File: src/rtl/spi_peripheral_rx.sv
// SPI mode-0 peripheral receiver with oversampled inputs.
// Frames arrive MSB first; a status word is shifted back on spi_miso.
module spi_peripheral_rx #(
  parameter int DATA_W      = 8,
  parameter int SYNC_STAGES = 2
) (
  input  logic              clk,
  input  logic              rst_n,
  input  logic              spi_clk,
  input  logic              spi_cs,
  input  logic              spi_mosi,
  output logic              spi_miso,
  output logic              spi_miso_oe,
  input  logic [DATA_W-1:0] tx_data,
  output logic [DATA_W-1:0] rx_data,
  output logic              rx_valid,
  input  logic              rx_ready,
  output logic              overrun,
  output logic              frame_err,
  output logic              busy
);

  localparam int CW = (DATA_W > 2) ? $clog2(DATA_W) : 1;
  localparam logic [CW-1:0] LAST = CW'(DATA_W - 1);

  logic [SYNC_STAGES:0]   sclk_s;
  logic [SYNC_STAGES:0]   cs_s;
  logic [SYNC_STAGES-1:0] mosi_s;
  logic                   sclk_rise;
  logic                   sclk_fall;
  logic                   cs_rise;
  logic                   cs_fall;
  logic                   mosi_sync;
  logic                   done;
  logic                   hs;
  logic [CW-1:0]          bit_cnt;
  logic [DATA_W-1:0]      rx_shift;
  logic [DATA_W-1:0]      tx_shift;
  logic [DATA_W-1:0]      rx_word;

  assign sclk_rise = sclk_s[SYNC_STAGES-1] & ~sclk_s[SYNC_STAGES];
  assign sclk_fall = ~sclk_s[SYNC_STAGES-1] & sclk_s[SYNC_STAGES];
  assign cs_rise   = cs_s[SYNC_STAGES-1] & ~cs_s[SYNC_STAGES];
  assign cs_fall   = ~cs_s[SYNC_STAGES-1] & cs_s[SYNC_STAGES];
  assign busy      = ~cs_s[SYNC_STAGES-1];
  assign mosi_sync = mosi_s[SYNC_STAGES-1];
  assign rx_word   = {rx_shift[DATA_W-2:0], mosi_sync};
  assign done      = busy & sclk_rise & (bit_cnt == LAST);
  assign hs        = rx_valid & rx_ready;
  assign spi_miso  = spi_miso_oe & tx_shift[DATA_W-1];

  // Synchronizer chains; idle values avoid a false edge out of reset
  always_ff @(posedge clk or negedge rst_n) begin
    if (!rst_n) begin
      sclk_s <= '0;
      cs_s   <= '1;
      mosi_s <= '0;
    end else begin
      sclk_s <= {sclk_s[SYNC_STAGES-1:0], spi_clk};
      cs_s   <= {cs_s[SYNC_STAGES-1:0], spi_cs};
      mosi_s <= {mosi_s[SYNC_STAGES-2:0], spi_mosi};
    end
  end

  // Bit counter, shift registers and chip-select bookkeeping
  always_ff @(posedge clk or negedge rst_n) begin
    if (!rst_n) begin
      bit_cnt     <= '0;
      rx_shift    <= '0;
      tx_shift    <= '0;
      spi_miso_oe <= 1'b0;
      frame_err   <= 1'b0;
    end else begin
      frame_err <= 1'b0;
      if (cs_rise) begin
        frame_err   <= (bit_cnt != '0);
        bit_cnt     <= '0;
        spi_miso_oe <= 1'b0;
      end else if (cs_fall) begin
        bit_cnt     <= '0;
        tx_shift    <= tx_data;
        spi_miso_oe <= 1'b1;
      end else if (busy) begin
        if (sclk_rise) begin
          rx_shift <= rx_word;
          if (bit_cnt == LAST) begin
            bit_cnt  <= '0;
            tx_shift <= tx_data;
          end else begin
            bit_cnt <= bit_cnt + 1'b1;
          end
        end else if (sclk_fall && bit_cnt != '0) begin
          // the fall right after a reload must keep the new MSB
          tx_shift <= {tx_shift[DATA_W-2:0], 1'b0};
        end
      end
    end
  end

  // Output word, valid/ready handshake and sticky overrun
  always_ff @(posedge clk or negedge rst_n) begin
    if (!rst_n) begin
      rx_data  <= '0;
      rx_valid <= 1'b0;
      overrun  <= 1'b0;
    end else begin
      if (hs) begin
        overrun <= 1'b0;
      end
      if (done) begin
        if (!rx_valid || rx_ready) begin
          rx_data  <= rx_word;
          rx_valid <= 1'b1;
        end else begin
          overrun <= 1'b1;
        end
      end else if (hs) begin
        rx_valid <= 1'b0;
      end
    end
  end

endmodule

File: config.mk
export PLATFORM = sky130hd
export DESIGN_NAME = spi_peripheral_rx
export DESIGN_NICKNAME = d
export VERILOG_FILES = /design/src/rtl/spi_peripheral_rx.sv
export SDC_FILE = /design/constraint.sdc
export NUM_CORES = 1
export LEC_CHECK = 0
export BUFFER_PORTS_ARGS = -buffer_cell sky130_fd_sc_hd__clkbuf_2
export CAP_MARGIN = 10
export CORE_UTILIZATION = 54
export DETAILED_ROUTE_END_ITERATION = 16
export PLACE_DENSITY_LB_ADDON = 0.08
export SYNTH_ARGS = -nofsm -noshare
export SYNTH_HDL_FRONTEND = slang
export SYNTH_SLANG_ARGS = --single-unit
export TNS_END_PERCENT = 1
File: constraint.sdc
create_clock -name clk -period 2.2 [get_ports clk]
set_input_delay 0.44 -clock clk [delete_from_list [all_inputs] [get_ports clk]]
set_output_delay 0.44 -clock clk [all_outputs]
set_load 0.05 [all_outputs]
==> reports/results.txt <==
clock tree buffer depth - 2
clock power share - 0.318
YS warnings - 0
Hold Fails Final Rpt - 0
WL final - 2.35 mm
Resized cells post-CTS - 0
CTS buffer count - 5
first-pass GRT wire length - 4.18 mm
GRT overflow - 0
Final min period - 1950 ps
CTS Sinks - 38
switching portion of total power - 0.252
Synth Area in Simple Gates - 0.0666
synthesized flop and latch total - 38
PortBufs - 27
critical path arrival - 2160 ps
WP data required - 2420 ps
Fill cells - 211
run status - finished, final reports clean
largest family of logic cells by synthesized area - multiplexers
FP Rows - 19
P_sw - 478 uW
dpl cell area - 1780 um^2
pins over their slew limit - 0
Via density - 5.29
Crit Path Category - flop to flop
mux cell area share after synthesis - 0.228
ratio of final minimum period to clock period - 0.885
Hold Startpoint - spi_cs
Tot GR Track Use - 0.172
root buf cell - clkbuf_4
Worst path most repeated cell - inv_1
starting DRC count in detailed routing - 16
fmax - 513 MHz
total number of H-tree levels - 2
Initial Utilization - 0.574
CTS tree - done
Relative slew margins - 0.727
Seq pwr share - 0.483
Clock Skews - 8.26 ps
initial antenna violation count - 0
Top Family by Delay on Critical Path - flip-flops
worst skew pair latency - 330 ps
Slew @ Worst Pin - 410 ps
crit path cell chain - inv_1 -> ha_1 -> inv_1 -> a21oi_1 -> o21ai_2 -> mux2_2
Hold/Removal Path Class - primary input to flop
Area Growth Syn to Fin - 18.7%
RSZ-0062 raised after global routing - false
Compound-Gate Fraction of Synth Area - 0.0478
via count of the first global-routing pass - 999
dpl hpwl - 1.70 mm
chip height - 56.4 um
post-synthesis adder-cell area fraction - 0.0392
PwrDens - 1000 nW/um^2
fin area - 1900 um^2
slowest CP cell - dfstp_2
Syn Inst Count - 109
Via Count - 937
Syn Nets - 128
register area share after synthesis - 0.597
post-synthesis cell type count - 22
Max Fanout on Critical Path - 8
wire length per cell - 13.3 um
Worst Setup End Kind - flop
Internal Power - 1420 uW
full die area - 3180 um^2
Critical Path Start - cs_s[1]
clock-pin slew on the worst setup and hold paths - 110 ps
Final GP Congestion - 0.839
final setup violation count - 0
Routed Antenna Nets - 0
max incr delay on CP - 620 ps
worst hold slack - 184 ps
largest net degree at the start of global routing - 27
Post-Synth XOR/XNOR Area - 0
fin nets - 164
setup TNS - 0 ps
Reg2Reg Launch Point - cs_s[1]
max-cap violations - 0
io pins - 28
buffer and inverter count on the worst path - 2
layout cell share with drive strength beyond 1 - 0.514
Pleak - 0.000963 uW
synthesized area - 1600 um^2
combinational group share of total power - 0.200
maximum vdd ir drop - 0.000781 V
die width - 56.4 um
Startpoint Class - flop
DRC - 0
DR pass1 iterations - 4
Core Footprint - 2780 um^2
syn_area_per_cell - 14.7 um^2
ANT cells - 0
==> cells by family after synthesis <==
kind of cell	Yosys count
flip-flops	38
multiplexers	30
buffers and inverters	7
AO/OA/AOI/OAI	13
AND/OR/NAND/NOR	16
adder cells (fa/ha/maj)	5
==> through the flow <==
step,total power (uW),std cells,setup WS (ps),utilization
5_1_grt,1990,177,130,0.682
3_5_place_dp,1310,168,293,0.638
3_3_place_gp,1290,168,332,0.638
6_report,1900,177,253,0.682
4_1_cts,1920,177,238,0.682
2_1_floorplan,1210,109,117,-
==> registers in the layout, indices dropped and copies added (netlist names) <==
signal and count:
rx_data 8, tx_shift 8, rx_shift 7, bit_cnt 3
cs_s 3, sclk_s 3, mosi_s 2, frame_err 1
overrun 1, rx_valid 1, spi_miso_oe 1
==> area by class of cell <==
type                       instances  area [um^2]  share of cell area
clock buffer                       6         51.3              0.0270
timing repair buffer              30          160              0.0844
clock inverter                     2         60.1              0.0317
multi-input combinational         64          609               0.321
inverter                           6         22.5              0.0119
sequential                        38          955               0.503
tap                               31         38.8              0.0204
==> cells in the final DEF (no fill, tap or decap), types with 3 or more instances in the layout <==
| master | count |
|---|---|
| a21oi_1 | 4 |
| nor2_1 | 3 |
| dfstp_2 | 3 |
| mux2_2 | 23 |
| o21ai_0 | 5 |
| ha_1 | 5 |
| mux2_4 | 7 |
| inv_1 | 6 |
| clkbuf_2 | 27 |
| nand3_1 | 3 |
| dfrtp_1 | 35 |
| clkbuf_4 | 5 |
==> cell usage after synthesis (all sizes together) <==
cell type  number  area share
dfrtp          35        0.55
mux2           30        0.23
inv             6       0.014
o21ai           6       0.021
ha              5       0.039
a21oi           4       0.013
dfstp           3       0.049
nand2b          3       0.016
nand3           3      0.0094
nor2            3      0.0070
and2            2      0.0094
nand2           2      0.0047
nor3b           2       0.016
a211oi          1      0.0047
a21boi          1      0.0047
a22oi           1      0.0047
buf             1      0.0070
nor2b           1      0.0039
==> worst paths after layout <==
| check | end | slack (ps) | cells after the start |
|---|---|---|---|
| setup reg to reg | tx_shift[1] | 250 | 6 |
| hold / removal | cs_s[0] | 180 | 1 |
| hold reg to reg | sclk_s[1] | 360 | 0 |
| max in group asynchronous | cs_s[2] | 1020 | 3 |
| min in group asynchronous | bit_cnt[2] | 520 | 2 |
| setup / recovery | tx_shift[1] | 250 | 6 |
==> power by group through the flow <==
stage	logic (uW)	clock network [uW]	registers (uW)
2_1_floorplan	267	0	947
3_3_place_gp	367	0	924
3_5_place_dp	378	0	933
4_1_cts	387	619	918
5_1_grt	413	641	936
6_report	380	603	917
==> layer usage <==
layer	vias to the layer above	global-route usage	share of wire
met3	7	0.0484	0.040
met4	0	0.0767	0.018
li1	454	-	-
met5	-	0	0
met2	23	0.299	0.51
met1	453	0.198	0.43
==> repair_timing <==
| item | in CTS | in global routing |
|---|---|---|
| hold endpoints to repair | 10 | 0 |
| buffers inserted | 0 | 0 |
| hold buffers | 1 | 0 |
Note: power is estimated with default switching activity, not from simulation.
